[src/rtl/ddma_rx_pkg.sv]
// Shared types and helpers for the ddma_rx receive DMA block.
// Build option DDMA_RX_SIZE_CHECK_EN is consumed by ddma_rx.sv.
package ddma_rx_pkg;

  typedef enum logic [2:0] {
    S_DISARMED,
    S_WAIT_HDR,
    S_WAIT_SIZE,
    S_PAYLOAD,
    S_WRITE,
    S_DONE
  } state_e;

  localparam int HDR_FLIT_IDX  = 0;
  localparam int SIZE_FLIT_IDX = 1;

  // Number of flit lanes in one memory word.
  function automatic int pack_ratio(input int mem_w, input int flit_w);
    return mem_w / flit_w;
  endfunction

endpackage

[src/rtl/ddma_rx_packer.sv]
// Packs payload flits little-endian into a memory word; flush clears all lanes
// so a partially filled word carries zeros in its unused upper lanes.
module ddma_rx_packer
  import ddma_rx_pkg::*;
#(
  parameter int MEMORY_BUS_WIDTH = 32,
  parameter int FLIT_WIDTH       = 16
) (
  input  logic                        clk,
  input  logic                        rst_n,
  input  logic                        i_load,
  input  logic                        i_flush,
  input  logic [FLIT_WIDTH-1:0]       i_flit,
  output logic [MEMORY_BUS_WIDTH-1:0] o_word,
  output logic                        o_last_lane
);

  localparam int K      = pack_ratio(MEMORY_BUS_WIDTH, FLIT_WIDTH);
  localparam int FILL_W = (K > 1) ? $clog2(K) : 1;

  logic [MEMORY_BUS_WIDTH-1:0] r_word;
  logic [FILL_W-1:0]           r_fill;

  // NOTE: sequential state uses non-blocking assignments so every register
  // samples pre-edge values regardless of statement order.
  always_ff @(posedge clk or negedge rst_n) begin
    if (!rst_n) begin
      r_word <= '0;
      r_fill <= '0;
    end else if (i_flush) begin
      r_word <= '0;
      r_fill <= '0;
    end else if (i_load) begin
      for (int i = 0; i < K; i++) begin
        if (r_fill == FILL_W'(i)) r_word[i*FLIT_WIDTH +: FLIT_WIDTH] <= i_flit;
      end
      r_fill <= r_fill + 1'b1;
    end
  end

  assign o_word      = r_word;
  assign o_last_lane = (r_fill == FILL_W'(K - 1));

endmodule

[src/rtl/ddma_rx.sv]
// Receive DMA: accepts router packets (header, size, payload) and writes the
// payload into memory at an armed base. `DDMA_RX_SIZE_CHECK_EN adds cfg_max drop.
module ddma_rx
  import ddma_rx_pkg::*;
#(
  parameter int MEMORY_BUS_WIDTH = 32,
  parameter int FLIT_WIDTH       = 16
) (
  input  logic                        clk,
  input  logic                        rst_n,
  input  logic [FLIT_WIDTH-1:0]       i_rx_flit,
  input  logic                        i_rx_valid,
  output logic                        o_rx_ready,
  output logic                        o_mem_req,
  output logic [MEMORY_BUS_WIDTH-1:0] o_mem_addr,
  output logic [MEMORY_BUS_WIDTH-1:0] o_mem_wdata,
  input  logic                        i_mem_gnt,
  input  logic [MEMORY_BUS_WIDTH-1:0] i_cfg_base,
  input  logic                        i_cfg_arm,
  input  logic                        i_cpu_ack,
`ifdef DDMA_RX_SIZE_CHECK_EN
  input  logic [FLIT_WIDTH-1:0]       i_cfg_max,
`endif
  output logic                        o_pkt_ready,
  output logic [FLIT_WIDTH-1:0]       o_pkt_size,
  output logic                        o_pkt_err
);

  state_e                      r_state, w_next;
  logic [MEMORY_BUS_WIDTH-1:0] r_ptr;
  logic [FLIT_WIDTH-1:0]       r_remain;
  logic [FLIT_WIDTH-1:0]       r_size;
  logic                        w_take, w_arm, w_load, w_flush, w_last_lane, w_drop;
  logic                        w_last_flit;
  logic [MEMORY_BUS_WIDTH-1:0] w_word;

  assign w_take      = i_rx_valid & o_rx_ready;
  assign w_arm       = i_cfg_arm & ((r_state == S_DISARMED) | ((r_state == S_DONE) & i_cpu_ack));
  assign w_last_flit = (r_remain == FLIT_WIDTH'(1));

  always_ff @(posedge clk or negedge rst_n) begin
    if (!rst_n) r_state <= S_DISARMED;
    else        r_state <= w_next;
  end

  // NOTE: every output of this block gets a default first, so no path can
  // leave a signal unassigned and infer a latch.
  always_comb begin
    w_next     = r_state;
    o_rx_ready = 1'b0;
    w_load     = 1'b0;
    w_flush    = 1'b0;
    case (r_state)
      S_DISARMED: if (i_cfg_arm) w_next = S_WAIT_HDR;
      S_WAIT_HDR: begin
        o_rx_ready = 1'b1;
        if (i_rx_valid) w_next = S_WAIT_SIZE;
      end
      S_WAIT_SIZE: begin
        o_rx_ready = 1'b1;
        if (i_rx_valid) w_next = (i_rx_flit == '0) ? S_DONE : S_PAYLOAD;
      end
      S_PAYLOAD: begin
        o_rx_ready = 1'b1;
        if (i_rx_valid) begin
          if (w_drop) begin
            if (w_last_flit) w_next = S_DONE;
          end else begin
            w_load = 1'b1;
            if (w_last_lane || w_last_flit) w_next = S_WRITE;
          end
        end
      end
      S_WRITE: begin
        if (i_mem_gnt) begin
          w_flush = 1'b1;
          w_next  = (r_remain == '0) ? S_DONE : S_PAYLOAD;
        end
      end
      S_DONE: if (i_cpu_ack) w_next = i_cfg_arm ? S_WAIT_HDR : S_DISARMED;
      default: w_next = S_DISARMED;
    endcase
  end

  always_ff @(posedge clk or negedge rst_n) begin
    if (!rst_n) begin
      r_ptr    <= '0;
      r_remain <= '0;
      r_size   <= '0;
    end else begin
      if (w_arm) r_ptr <= i_cfg_base;
      if ((r_state == S_WAIT_SIZE) && w_take) begin
        r_size   <= i_rx_flit;
        r_remain <= i_rx_flit;
      end
      if ((r_state == S_PAYLOAD) && w_take) r_remain <= r_remain - 1'b1;
      if ((r_state == S_WRITE) && i_mem_gnt) r_ptr <= r_ptr + 1'b1;
    end
  end

`ifdef DDMA_RX_SIZE_CHECK_EN
  logic [FLIT_WIDTH-1:0] r_max;
  logic                  r_drop;

  // The drop decision is made once, on the size flit, against the armed limit.
  always_ff @(posedge clk or negedge rst_n) begin
    if (!rst_n) begin
      r_max  <= '0;
      r_drop <= 1'b0;
    end else begin
      if (w_arm) r_max <= i_cfg_max;
      if ((r_state == S_WAIT_SIZE) && w_take) r_drop <= (i_rx_flit > r_max);
    end
  end
  assign w_drop = r_drop;
`else
  assign w_drop = 1'b0;
`endif

  ddma_rx_packer #(
    .MEMORY_BUS_WIDTH(MEMORY_BUS_WIDTH),
    .FLIT_WIDTH      (FLIT_WIDTH)
  ) u_packer (
    .clk        (clk),
    .rst_n      (rst_n),
    .i_load     (w_load),
    .i_flush    (w_flush),
    .i_flit     (i_rx_flit),
    .o_word     (w_word),
    .o_last_lane(w_last_lane)
  );

  assign o_mem_req   = (r_state == S_WRITE);
  assign o_mem_addr  = r_ptr;
  assign o_mem_wdata = w_word;
  assign o_pkt_ready = (r_state == S_DONE);
  assign o_pkt_size  = r_size;
  assign o_pkt_err   = (r_state == S_DONE) & w_drop;

endmodule

[config.mk]
export PLATFORM = sky130hd
export DESIGN_NAME = ddma_rx
export DESIGN_NICKNAME = d
export VERILOG_FILES = /design/src/rtl/ddma_rx_pkg.sv /design/src/rtl/ddma_rx_packer.sv /design/src/rtl/ddma_rx.sv
export SDC_FILE = /design/constraint.sdc
export NUM_CORES = 1
export LEC_CHECK = 0
export BUFFER_PORTS_ARGS = -buffer_cell sky130_fd_sc_hd__buf_2
export CAP_MARGIN = 30
export CORE_MARGIN = 2
export CORE_UTILIZATION = 25
export CTS_CLUSTER_SIZE = 28
export DETAILED_ROUTE_END_ITERATION = 16
export PLACE_DENSITY = 0.43
export RECOVER_POWER = 25
export SLEW_MARGIN = 20
export SYNTH_ARGS = -nofsm -noshare
export SYNTH_HDL_FRONTEND = slang
export SYNTH_SLANG_ARGS = --single-unit
[constraint.sdc]
create_clock -name clk -period 1.84 [get_ports clk]
set_input_delay 0.184 -clock clk [delete_from_list [all_inputs] [get_ports clk]]
set_output_delay 0.184 -clock clk [all_outputs]
set_load 0.02 [all_outputs]
# ---- Word level (Yosys, flattened, before mapping)
# Index checks and enable logic that the tools add are counted.
# Widths: inputs -> output; s select.
dict set report classes {
  n_eq_ne 14
  n_mul 0
  n_bitwise 4
  reduce_logical 15
  muxes 26
  n_addsub 3
  order_cmp 0
  n_shift 0
  div_mod_pow 0
}
# op n
set ops {}
lappend ops {{$mux 32} 4}
lappend ops {{$mux 16} 4}
lappend ops {{$add 32x1->32 const B} 1}
lappend ops {{$logic_not 16->1} 2}
lappend ops {{$mux 3} 9}
lappend ops {{$pmux 3 s6} 1}
lappend ops {{$eq 16x1->1 const B} 1}
lappend ops {{$sub 16x1->16 const B} 1}
lappend ops {{$ne 2x2->1 const B} 6}
lappend ops {{$mux 1} 8}
lappend ops {{$reduce_bool 2->1} 4}
lappend ops {{$reduce_and 7->1} 1}
lappend ops {{$eq 3x2->1 const B} 2}
lappend ops {{$eq 3x3->1 const B} 2}
lappend ops {{$ne 2x1->1 const B} 2}
lappend ops {{$reduce_and 2->1} 2}
lappend ops {{$and 1x1->1} 3}
lappend ops {{$eq 3x1->1 const B} 1}
lappend ops {{$logic_and 1x1->1} 3}
lappend ops {{$logic_not 3->1} 1}
lappend ops {{$reduce_or 3->1} 1}
lappend ops {{$add 1x1->1 const B} 1}
lappend ops {{$logic_or 1x1->1} 1}
lappend ops {{$or 1x1->1} 1}
dict set report totals {
  memories 0
  register_bits 100
  latchBits 0
  ram_bits 0
  mem_bits_ro 0
  word_cells 69
  out_inout_bits 84
}

# ---- Depth between registers and ports, before layout
dict set report depth {
  word_depth 7
  depth_mapped 7
}

# ---- Hierarchy
# From an unflattened synthesis, not the netlist that was laid out.
dict set report unflattened {
  cells_unflattened 531
  area_unflattened_um2 5380.2
}
# module n_inst seq_area_each_um2 cells_per_inst area_per_inst_um2
set by_module_without_submodules {}
lappend by_module_without_submodules {ddma_rx 1 1676.6 404 3829.9}
lappend by_module_without_submodules {ddma_rx_packer 1 825.8 127 1550.2}

# ---- Worst setup path before layout
# Ideal clock, no wire load.
dict set report synth_path {
  path_kind {register to register}
  from {reg r_ptr[3], in the netlist o_mem_addr[3]}
  to {reg r_ptr[17], in the netlist o_mem_addr[17]}
  path_stages_with_launch 7
  path_slack_ns -0.204
  synth_period_minus_slack_ns 2.044
  arrival_ns 1.926
  n_path_buf 1
  path_cell_list {dfrtp_1 nand4_1 or4_1 buf_2 o311ai_1 o41ai_1 a21o_1}
}
dict set report synth_via {
  elab_chain_len 2
}
# element line_no
set synth_lines {}
lappend synth_lines {{start: declaration} ddma_rx.sv:30} ;# logic [MEMORY_BUS_WIDTH-1:0] r_ptr;
lappend synth_lines {{start signal: assignment} ddma_rx.sv:91} ;# if (w_arm) r_ptr <= i_cfg_base;
lappend synth_lines {{start signal: assignment} ddma_rx.sv:97} ;# if ((r_state == S_WRITE) && i_mem_gnt) r_ptr <= r_ptr + 1'b1;
lappend synth_lines {{$add 32x1->32} ddma_rx.sv:97}
lappend synth_lines {{$mux 32} ddma_rx.sv:97}
# Every way passes these cells.
# A chain may end at the register's enable or synchronous reset.

# ---- Worst setup path in the final report
dict set report layout_path {
  from {reg r_state[0]}
  to {reg r_ptr[17], in the netlist o_mem_addr[17]}
}
dict set report layout_via {
  elab_chain_len 5
  word_cells_on_any_way 9
}
# element line_no
set layout_lines {}
lappend layout_lines {{start: declaration} ddma_rx.sv:29} ;# state_e r_state, w_next;
lappend layout_lines {{start signal: assignment} ddma_rx.sv:43} ;# else r_state <= w_next;
lappend layout_lines {{$eq 3x3->1} ddma_rx.sv:38} ;# assign w_arm = i_cfg_arm & ((r_state == S_DISARMED) | ((r_state == S_DONE) & i_cpu_ack));
lappend layout_lines {{$and 1x1->1} ddma_rx.sv:38}
lappend layout_lines {{$or 1x1->1} ddma_rx.sv:38}
lappend layout_lines {{$and 1x1->1} ddma_rx.sv:38}
lappend layout_lines {{$reduce_bool 2->1 (no source line)} -}
# Parallel ways exist; a longest one is shown, timed or not.

==> flow_summary.toml <==
[place]
gp_congestion = 0.8018
hpwl_um = 13240
post_dp_cell_area_um2 = 6621
port_buffers = 136

[sta]
period_share_pct = 97.86
final.setup.tns_ns = 0
whs_ns = 0.02941
worstMarginPinSlew_ns = 0.7341
slew_viol_final = 0
finalSetupViolCount = 0
slew_headroom_pct = 50.76
fin_crit_ns = 1.801
finalHoldViolations = 0
skew_ns = 0.004021
max_freq_ghz = 0.5553
rsz0062_at_grt = "yes"

[synthesis]
synthesis.nets = 638
syn-cell-area_um2 = 5096
yosysUniqueCellTypes = 59
synth_seq_area_share_pct = 49.10
synth-main-ff-cell = "dfrtp_1"
synth_top_area_share_pct = 49.10
syn_inst = 580
synth_edf_count = 0
yosys_register_bits = 100
yosys_warnings = 0
synthTopCellsByArea = "dfrtp_1 49%, o21ai_0 7.3%, nand2_1 5.9%, nand3_1 3.8%, nor2_1 3.3%"
yosys.area.top_type = "dfrtp_1"
async_flop_share_pct = 100.0
avgSynthCellArea_um2 = 8.786

[cts]
cts_root_buffer = "clkbuf_16"
cts_sinks = 100
cts_made_buffers = 9
cts.clk_slew.worst_paths_ns = 0.08
clk_latency_ns = 0.35
cts_tree = "done"
clock_path_buffers = 2
cts_htree_levels = 3

[setup_path]
reg2reg_from = "r_state[0]"
reg2reg_depth = 5
ff2ff_setup_slack_ns = 0.04
critPathCaptureType = "flip-flop"
rr_endpoint = "o_mem_addr[17]"
critPathArrivalTime_ns = 2.05
criticalPathCategory = "flip-flop to flip-flop"
startpoint_type = "flip-flop"
critPathLaunch = "r_state[0]"
crit_path_max_fanout = 5
cp.required_ns = 2.09

[route]
drc = 0
drtIter0Drc = 203
vias = 5151
dr.pass1.iters = 4
drt-vias-per-instance = 4.929
wl_per_cell_um = 17.40
ant_nets = 0
totalWireLength_um = 18190

[grt]
grt_pass1_wl_um = 28660
grt_pass1_vias = 5149
top_usage_layer = "met2"
track_usage_pct = 16.82
grt_use_met2_pct = 28.43
antenna_found_initial = 0
grt_max_degree = 51
use_met1_pct = 21.80
grt_overflow_total = 0
use_met3_pct = 4.193

[layout]
syn_to_final_growth_pct = 40.95
fin_area_um2 = 7183
drive_gt1_share_pct = 37.03
insertedDiodeCount = 0
final_common_cell = "buf_2"
final_cell_mix = "135 x buf_2, 84 x dfrtp_1, 78 x nand2_1"
final_util_pct = 35.73
finalNetCount = 828

[job]
maxCapViolations = 0

[min_path]
hold_path.startpoint = "i_cfg_base[21]"
hold_end = "o_mem_addr[21]"
hold_class = "input port to flip-flop"
min_path_cells = 2

[floorplan]
die_w_um = 146.8
design.core.area_um2 = 20100
row_count = 52
start_util_pct = 25.35
dieHeight_um = 146.8
num_io_pins = 138
die-area_um2 = 21540

[run_status]
status = "finished clean"

[power]
power.leakage_nw = 3.272
power_density_nw_per_um2 = 1704
total_power_mw = 12.24
peakVddDrop_v = 0.0005923
[worst max-delay path, cell delays in order (launching register included)]
cell,delay [ns]
dfrtp_2,0.46
nand4bb_4,0.22
or4_4,0.50
o311ai_2,0.24
o41ai_1,0.12
a21o_1,0.16
[synthesized netlist by cell type (all sizes together) (2+ instances only)]
library cell / count
a22oi: 2
a21o: 5
o31ai: 3
o21a: 2
nand3: 39
buf: 6
and2: 5
o211ai: 5
clkbuf: 29
or4: 6
ha: 4
dfrtp: 100
inv: 24
a21oi: 24
nand2: 80
nor3: 11
and4: 4
or3: 5
a211oi: 12
o22ai: 16
and3: 10
a221o: 2
nand2b: 3
o311ai: 3
o41ai: 2
a311oi: 7
a31o: 2
nand4: 10
nor2: 45
a41oi: 3
nor4: 12
o21ai: 75
a31oi: 5
mux2i: 5
[where the power goes]
part           switching (mW)  internal (mW)
sequential              0.811           3.22
combinational            3.76           2.52
clock                   0.945          0.983
total                    5.52           6.72
[sequential cells by signal, indices dropped and copies added, names as in the netlist]
register,count
o_mem_addr,32
u_packer.o_word,32
r_state,3
o_pkt_size,16
r_remain,16
u_packer.o_last_lane,1
[worst max path at each step]
stage / end / slack, ns / cells past startpoint
after CTS: o_mem_addr[24] / -0.02 / 7
after detailed placement: o_mem_addr[24] / -0.13 / 7
after global placement: o_mem_addr[17] / -0.08 / 5
final: o_mem_addr[17] / 0.04 / 5
after global routing: o_mem_addr[17] / -0.03 / 5
after floorplan: o_mem_addr[17] / -0.1 / 6
[through the flow]
stage	instances	worst slack, ns
floorplan	580	-0.09850
global placement	1020	-0.08270
detailed placement	1020	-0.1303
CTS	1038	-0.01900
global route	1045	-0.02932
finish	1045	0.03930
[area by class of cell]
type | instances | area (µm²)
timing repair buffer | 214 | 1354
fill | 2110 | 12920
tap | 270 | 337.8
sequential | 100 | 2522
clock inverter | 6 | 55.05
multi-input combinational | 421 | 2585
inverter | 24 | 90.09
clock buffer | 10 | 239.0
[layer usage]
layer / part of all wire (%) / up-vias / wire length (µm)
met4: 1.2 / 0 / 210
met1: 44 / 2501 / 7971
met2: 49 / 138 / 8984
met3: 5.6 / 19 / 1021
li1: - / 2493 / -
met5: 0 / - / 0
[timing repair]
item / in CTS / in global routing
resized for setup: 10 / 36
setup buffers: 1 / 6
endpoints found under the setup margin: 26 / 29
pin swaps: 0 / 9
gates cloned: 0 / 1
hold endpoints to repair: 100 / 0
hold buffers: 1 / 0
[logic make-up after synthesis]
group | share of synthesized area [%]
AOI/OAI and AO/OA | 20.80
muxes | 0.9821
DFF | 49.10
xor gates and xnor gates | 0.3438
other | 0.07359
and+or+nand+nor | 23.28
adders and majority gates | 0.9821
buffers and inverters | 4.444
No activity file was read; power rests on OpenSTA's default activity.
